$ cat src/rtl/down_timer_pkg.sv
// Shared types and constants for the loadable down-counting timer.
package down_timer_pkg;

  localparam int unsigned DT_WIDTH_DEFAULT = 4;

  typedef enum logic [1:0] {
    IDLE  = 2'b00,
    ARMED = 2'b01,
    RUN   = 2'b10,
    DONE  = 2'b11
  } dt_state_e;

endpackage

$ cat src/rtl/down_timer_if.sv
// Control/status bundle between a timer user (master) and the down_timer (slave).
interface down_timer_if
  import down_timer_pkg::*;
#(
  parameter int unsigned WIDTH = DT_WIDTH_DEFAULT
);

  logic             en;
  logic             load;
  logic [WIDTH-1:0] load_val;
  logic             start;
  logic [WIDTH-1:0] q;
  logic             busy;
  logic             tc;

  modport master (
    output en, load, load_val, start,
    input  q, busy, tc
  );

  modport slave (
    input  en, load, load_val, start,
    output q, busy, tc
  );

endinterface

$ cat src/rtl/down_timer.sv
// Loadable down-counting timer with a one-cycle registered terminal-count pulse.
// Define DOWN_TIMER_AUTORELOAD_EN for periodic operation (reload on terminal count, stay in RUN).
module down_timer
  import down_timer_pkg::*;
#(
  parameter int unsigned WIDTH = DT_WIDTH_DEFAULT
) (
  input  logic          clk,
  input  logic          rst,
  down_timer_if.slave   bus
);

  dt_state_e        state;
  logic [WIDTH-1:0] q_r;
  logic             busy_r;
  logic             tc_r;
`ifdef DOWN_TIMER_AUTORELOAD_EN
  logic [WIDTH-1:0] reload_r;
`endif

  // Priority: rst > load > start > count; tc defaults low so it only ever lasts one cycle.
  always_ff @(posedge clk) begin
    if (rst) begin
      state  <= IDLE;
      q_r    <= '0;
      busy_r <= 1'b0;
      tc_r   <= 1'b0;
`ifdef DOWN_TIMER_AUTORELOAD_EN
      reload_r <= '0;
`endif
    end else begin
      tc_r <= 1'b0;
      if (bus.load) begin
        // A load aborts anything in progress; a zero value cannot be armed.
        q_r    <= bus.load_val;
        busy_r <= 1'b0;
        state  <= (bus.load_val != '0) ? ARMED : IDLE;
`ifdef DOWN_TIMER_AUTORELOAD_EN
        reload_r <= bus.load_val;
`endif
      end else begin
        case (state)
          IDLE: state <= IDLE;
          ARMED: begin
            if (bus.start && bus.en) begin
              state  <= RUN;
              busy_r <= 1'b1;
            end
          end
          RUN: begin
            if (bus.en) begin
              if (q_r == WIDTH'(1)) begin
                tc_r <= 1'b1;
`ifdef DOWN_TIMER_AUTORELOAD_EN
                q_r  <= reload_r;
`else
                q_r    <= '0;
                busy_r <= 1'b0;
                state  <= DONE;
`endif
              end else if (q_r != '0) begin
                q_r <= q_r - WIDTH'(1);
              end
            end
          end
          DONE: begin
            state <= IDLE;
          end
          default: begin
            state  <= IDLE;
            busy_r <= 1'b0;
          end
        endcase
      end
    end
  end

  assign bus.q    = q_r;
  assign bus.busy = busy_r;
  assign bus.tc   = tc_r;

endmodule

$ cat src/flat_wrapper.sv
// flat-port wrapper written by rule: the top's interface ports become plain ports
module down_timer_flat import down_timer_pkg::*;
#(
  parameter int unsigned WIDTH = DT_WIDTH_DEFAULT
)
  (clk, rst, bus_en, bus_load, bus_load_val, bus_start, bus_q, bus_busy, bus_tc);
  down_timer_if #(.WIDTH(WIDTH)) bus_i ();
  input  logic clk;
  input  logic rst;
  input wire logic [$bits(bus_i.en)-1:0] bus_en;
  input wire logic [$bits(bus_i.load)-1:0] bus_load;
  input wire logic [$bits(bus_i.load_val)-1:0] bus_load_val;
  input wire logic [$bits(bus_i.start)-1:0] bus_start;
  output wire logic [$bits(bus_i.q)-1:0] bus_q;
  output wire logic [$bits(bus_i.busy)-1:0] bus_busy;
  output wire logic [$bits(bus_i.tc)-1:0] bus_tc;
  assign bus_i.en = bus_en;
  assign bus_i.load = bus_load;
  assign bus_i.load_val = bus_load_val;
  assign bus_i.start = bus_start;
  assign bus_q = bus_i.q;
  assign bus_busy = bus_i.busy;
  assign bus_tc = bus_i.tc;
  down_timer #(.WIDTH(WIDTH)) u_core (.clk(clk), .rst(rst), .bus(bus_i));
endmodule
$ cat config.mk
export PLATFORM = sky130hd
export DESIGN_NAME = down_timer_flat
export DESIGN_NICKNAME = d
export VERILOG_FILES = /design/src/rtl/down_timer_pkg.sv /design/src/rtl/down_timer_if.sv /design/src/rtl/down_timer.sv /design/src/flat_wrapper.sv
export SDC_FILE = /design/constraint.sdc
export NUM_CORES = 1
export LEC_CHECK = 0
export BUFFER_PORTS_ARGS = -buffer_cell sky130_fd_sc_hd__buf_4
export CORE_AREA = 2 2 39 41
export CTS_CLUSTER_SIZE = 30
export DETAILED_ROUTE_END_ITERATION = 10
export DIE_AREA = 0 0 41 43
export PLACE_DENSITY_LB_ADDON = 0.1
export SETUP_SLACK_MARGIN = 0.4
export SLEW_MARGIN = 40
export SYNTH_ARGS = -nofsm -noshare
export SYNTH_HDL_FRONTEND = slang
export SYNTH_SLANG_ARGS = --single-unit
$ cat constraint.sdc
create_clock -name clk -period 1.6 [get_ports clk]
set_clock_uncertainty 0.05 [all_clocks]
set_input_delay 0.32 -clock clk [delete_from_list [all_inputs] [get_ports clk]]
set_output_delay 0.32 -clock clk [all_outputs]
set_load 0.03 [all_outputs]
-- Word level (Yosys, flattened, before mapping)
Index checks and enable logic that the tools add are counted.
- eq/ne operators: 10
- reduce and logical (&&, ||, !) cells: 14
- add/sub/neg operators: 1
- muxes and demuxes: 16
- bitwise logic cells: 2
- operators with widths (kind ; number):
    two-way mux 4 bit ; 5
    two-way mux 2 bit ; 4
    nonzero test 4 bit ; 2
    inequality test 3 x 2 -> 1 bit (second input constant) ; 2
    one-hot mux 2 bit (3 select lines) ; 1
    AND reduction 3 bit ; 2
    nonzero test 2 bit ; 3
    two-way mux 1 bit ; 5
    equality test 2 bit (second input constant) ; 2
    equality test 4 x 1 -> 1 bit (second input constant) ; 1
    inequality test 2 x 1 -> 1 bit (second input constant) ; 2
    AND reduction 4 bit ; 1
    OR reduction 2 bit ; 2
    OR reduction 4 bit ; 1
    subtractor 4 x 1 -> 4 bit (second input constant) ; 1
    inequality test 3 bit (second input constant) ; 1
    nonzero test 3 bit ; 1
    equality test 2 x 1 -> 1 bit (second input constant) ; 1
    logical NOT 2 bit ; 1
    inequality test 2 bit (second input constant) ; 1
    NOT 1 bit ; 2
    one-hot mux 1 bit (2 select lines) ; 1
    logical AND 1 bit ; 1
- register bits: 8
- input bits: 9
- logic and storage cells: 47
- output and inout bits: 6

-- Depth between registers and ports, before layout
- depth after elaboration: 6
- depth in mapped cells: 5
- mapped depth without buffers: 5

-- Worst setup path after synthesis
Ideal clock, no wire load.
- path kind: reg-to-reg
- from: register u_core.q_r[0], in the netlist u_core.bus.q[0]
- to: register u_core.q_r[1], in the netlist u_core.bus.q[1]
- required time: 1444 ps
- data arrival time: 1556 ps
- stages on the path, launching flop included: 5
- setup time: 106 ps
- slack: -112 ps
- cells stage by stage: dfxtp_1 > inv_1 > ha_1 > or3_1 > o311ai_0
- cells in the longest elaborated chain, start to end: 6
- elaborated cells between the ends (all ways): 10
- ends and longest elaborated chain (item ; line ; RTL):
    start: declaration ; down_timer.sv:14 ; logic [WIDTH-1:0] q_r;
    start signal: assignment ; down_timer.sv:35 ; q_r <= bus.load_val;
    start signal: assignment ; down_timer.sv:62 ; q_r <= q_r - WIDTH'(1);
    subtractor 4 x 1 -> 4 bit ; down_timer.sv:62 ;
    two-way mux 4 bit ; down_timer.sv:61 ; end else if (q_r != '0) begin
    two-way mux 4 bit ; down_timer.sv:52 ; if (q_r == WIDTH'(1)) begin
    two-way mux 4 bit ; down_timer.sv:51 ; if (bus.en) begin
    two-way mux 4 bit ; down_timer.sv:42 ; case (state)
    two-way mux 4 bit ; down_timer.sv:33 ; if (bus.load) begin
Parallel ways exist; a longest one is shown, timed or not. The select of a mux whose other input is x is not followed.
A chain may end at the register's enable or synchronous reset.

-- Worst setup path in the final report
- from: register u_core.q_r[0], in the netlist u_core.bus.q[0]
- to: register u_core.state[0]
- cells in the longest elaborated chain, start to end: 3
- ends and longest elaborated chain (item ; line ; RTL):
    equality test 4 x 1 -> 1 bit ; down_timer.sv:52 ;
    inequality test 3 x 2 -> 1 bit (no line) ; -- ;
    AND reduction 3 bit (no line) ; -- ;
    end signal: assignment ; down_timer.sv:37 ; state <= (bus.load_val != '0) ? ARMED : IDLE;
    end: declaration ; down_timer.sv:13 ; dt_state_e state;
Every way passes these cells.

==> flow_summary.yaml <==
timing:
  finalWorstSetupSlack_ns: 0.188
  grt_setup_unrepaired: "yes"
  hold_violations: 0
  final.period_utilization_pct: 88.3
  final_setup_violating_endpoints: 0
  finalSetupTns_ns: 0
  peak_clock_frequency_supported_by_timing_mhz: 708
  post-route-min-period_ns: 1.41
  fin_hold_ws_ns: 0.231
  timing_worst_slew_pin_value_ns: 0.322
  final-max-slew-violation-count: 0
  relSlewSlack_pct: 78.5
synthesis:
  sequential_area_share_after_synthesis_pct: 28.5
  synthesis.area_um2: 562
  post_synth_inst_count: 63
  netlist_top_cells_area: "sky130_fd_sc_hd__dfxtp_1 29%, sky130_fd_sc_hd__ha_1 13%, sky130_fd_sc_hd__inv_1 3.3%, sky130_fd_sc_hd__nor2_1 3.3%, sky130_fd_sc_hd__a311oi_1 3.1%"
  synth_fp_nets: 78
  ys_async_sr_fraction_pct: 0
  synth-main-ff-cell: "sky130_fd_sc_hd__dfxtp_1"
  netlist.top_cell.by_area: "sky130_fd_sc_hd__dfxtp_1"
  netlist-cell-type-count: 34
  yosys.area.top_type_share_pct: 28.5
  ys.warnings.count: 0
  synth.avg_cell_area_um2: 8.92
  ys_ff_latch: 8
  post-synth-top-count-cell: "sky130_fd_sc_hd__dfxtp_1"
  post_synth_edffs: 0
  netlist_top_cells_count: "8 x sky130_fd_sc_hd__dfxtp_1, 6 x sky130_fd_sc_hd__ha_1, 5 x sky130_fd_sc_hd__inv_1, 5 x sky130_fd_sc_hd__nor2_1, 4 x sky130_fd_sc_hd__nand2_1"
final_layout:
  fill_cells: 127
  antenna-diode-count: 0
  layout-area-overhead-vs-synth_pct: 59.5
  seqCellArea_um2: 180
  nNetsFinal: 103
  multiInputGateArea_um2: 443
  post_route_cells_drive_above_1_share_pct: 54.0
place:
  place_congestion: 0.771
  io_buffer_count: 14
  place.detailed.hpwl_um: 940
  dp_worst_setup_slack_ns: 0.134
floorplanning:
  std_cell_rows: 14
  die_w_um: 41
  core_mm2: 0.00138
  floorplan.io_pins: 15
  dieArea_mm2: 0.00176
  floorplan.initialDensity_pct: 40.6
  die_height_um: 43
clock_network:
  cts-root-buf: "sky130_fd_sc_hd__clkbuf_4"
  worst_skew_pair.late_latency_ns: 0.27
  cts_hold_buffers: 0
  clock_tree_buf_depth: 2
  clock_sink_count: 8
  cts-buffers-inserted: 3
  htree_num_levels: 1
  clk_pin_slew_worst_paths_ns: 0.07
  cts_tree: "done"
setup_path:
  worstSetupStartpointType: "register"
  critical_path_buf_inv_count: 1
  worst-endpoint-arrival_ns: 1.51
  timing.critical_path.to_type: "register"
  cp_slowest_cell: "sky130_fd_sc_hd__dfxtp_4"
  cp_slowest_stage_delay_ns: 0.37
  cp_max_fo: 5
  worst-endpoint-required_ns: 1.70
  crit_type: "reg -> reg"
  path_delay_family: "compound AO/OA/AOI/OAI gates"
  timing.critical_path.cells: "buf_6 -> ha_4 -> nand4bb_1 -> a2111oi_2 -> a311oi_2"
grt:
  gr-usage-all-layers_pct: 20.2
  pin_count_of_the_biggest_net_entering_global_routing: 12
  globalRoute.totalOverflow: 0
  number_of_global_route_vias_before_repair: 555
  grt_antenna_before_repair: 0
  grt_pass1_wl_um: 2390
flow_run:
  max_cap_viol_count: 0
drt:
  drt.antenna.violating_nets: 0
  routedWlPerCell_um: 14.6
  finalWirelength_um: 1500
  drt_iter0_drc: 12
  via_per_inst: 5.64
  drtPass1Iterations: 4
  drc: 0
  detailroute.via_count: 581
hold_path:
  timing.hold.worst.class: "in -> reg"
power:
  vdd_ir_drop_max_mv: 0.456
  p_leak_nw: 0.358
  power_density_mw_per_mm2: 675
outcome:
  run_status: "finished, final reports clean"
[routing by layer]
layer / wire length [um] / vias up / GRT usage [%]
li1: - / 284 / -
met1: 705 / 283 / 27.7
met2: 727 / 12 / 29.4
met3: 51 / 2 / 6.28
met4: 14 / 0 / 6.00
met5: 0 / - / 0
[final cells by class]
class,instances,share of cell area [%]
Clock buffer,4,2.93
Inverter,5,2.65
Multi-Input combinational cell,47,49.4
Sequential cell,8,20.1
Tap cell,16,2.23
Timing Repair Buffer,23,22.6
[registers in the layout, summed over array words and instances (netlist names)]
signal           flops
u_core.bus.busy      1
u_core.bus.q         4
u_core.bus.tc        1
u_core.state         2
[metrics by stage]
| step | instances | cell area (um2) | total power, mW | util (%) |
|---|---|---|---|---|
| 2_1_floorplan | 63 | 597 | 0.324 | - |
| 3_3_place_gp | 90 | 699 | 0.365 | 50.5 |
| 3_5_place_dp | 90 | 699 | 0.365 | 50.5 |
| 4_1_cts | 100 | 850 | 0.583 | 61.4 |
| 5_1_grt | 103 | 896 | 0.637 | 64.7 |
| 6_report | 103 | 896 | 0.605 | 64.7 |
[kinds of logic (layout without fill, tap and decap cells)]
group,after synthesis,after routing,synth area share (%)
xor gates and xnor gates,1,1,1.56
and+or+nand+nor,24,24,26.1
muxes,1,1,1.78
buffers and inverters,8,32,7.35
DFF,8,8,28.5
AOI/OAI and AO/OA,15,15,21.4
adders and majority gates,6,6,13.4
[layout by cell type (no fill, tap or decap), drive strengths merged, types with 2 or more instances in the layout]
master	synthesis	routed
buf	3	23
dfxtp	8	8
ha	6	6
nor2	5	5
inv	5	5
nand2	4	4
clkbuf	0	4
or3	2	2
o2111ai	2	2
a31oi	2	2
nor3	2	2
nand3	2	2
a311oi	2	2
[path summary, 6_finish.rpt]
kind	from	to	slack, ns	depth (start not counted)
hold reg to reg	u_core.state[1]	u_core.state[1]	0.47	2
setup / recovery	u_core.bus.q[0]	u_core.state[0]	0.19	5
setup reg to reg	u_core.bus.q[0]	u_core.state[0]	0.19	5
hold / removal	rst	u_core.bus.q[3]	0.23	2
[where the power goes]
group | internal, mW | switching (mW) | leakage [nW] | total, mW
clock | 0.0962 | 0.0872 | 0.0150 | 0.183
combinational | 0.103 | 0.0930 | 0.274 | 0.196
sequential | 0.209 | 0.0165 | 0.0693 | 0.225
total | 0.408 | 0.197 | 0.358 | 0.605
[repair_timing]
action                     in CTS  in global routing
pin swaps                      13                  2
gates resized for setup        18                  6
setup buffers                   6                  3
hold endpoints to repair        0                  0
setup endpoints to repair       8                 11
Power figures use the tool's default switching activity.
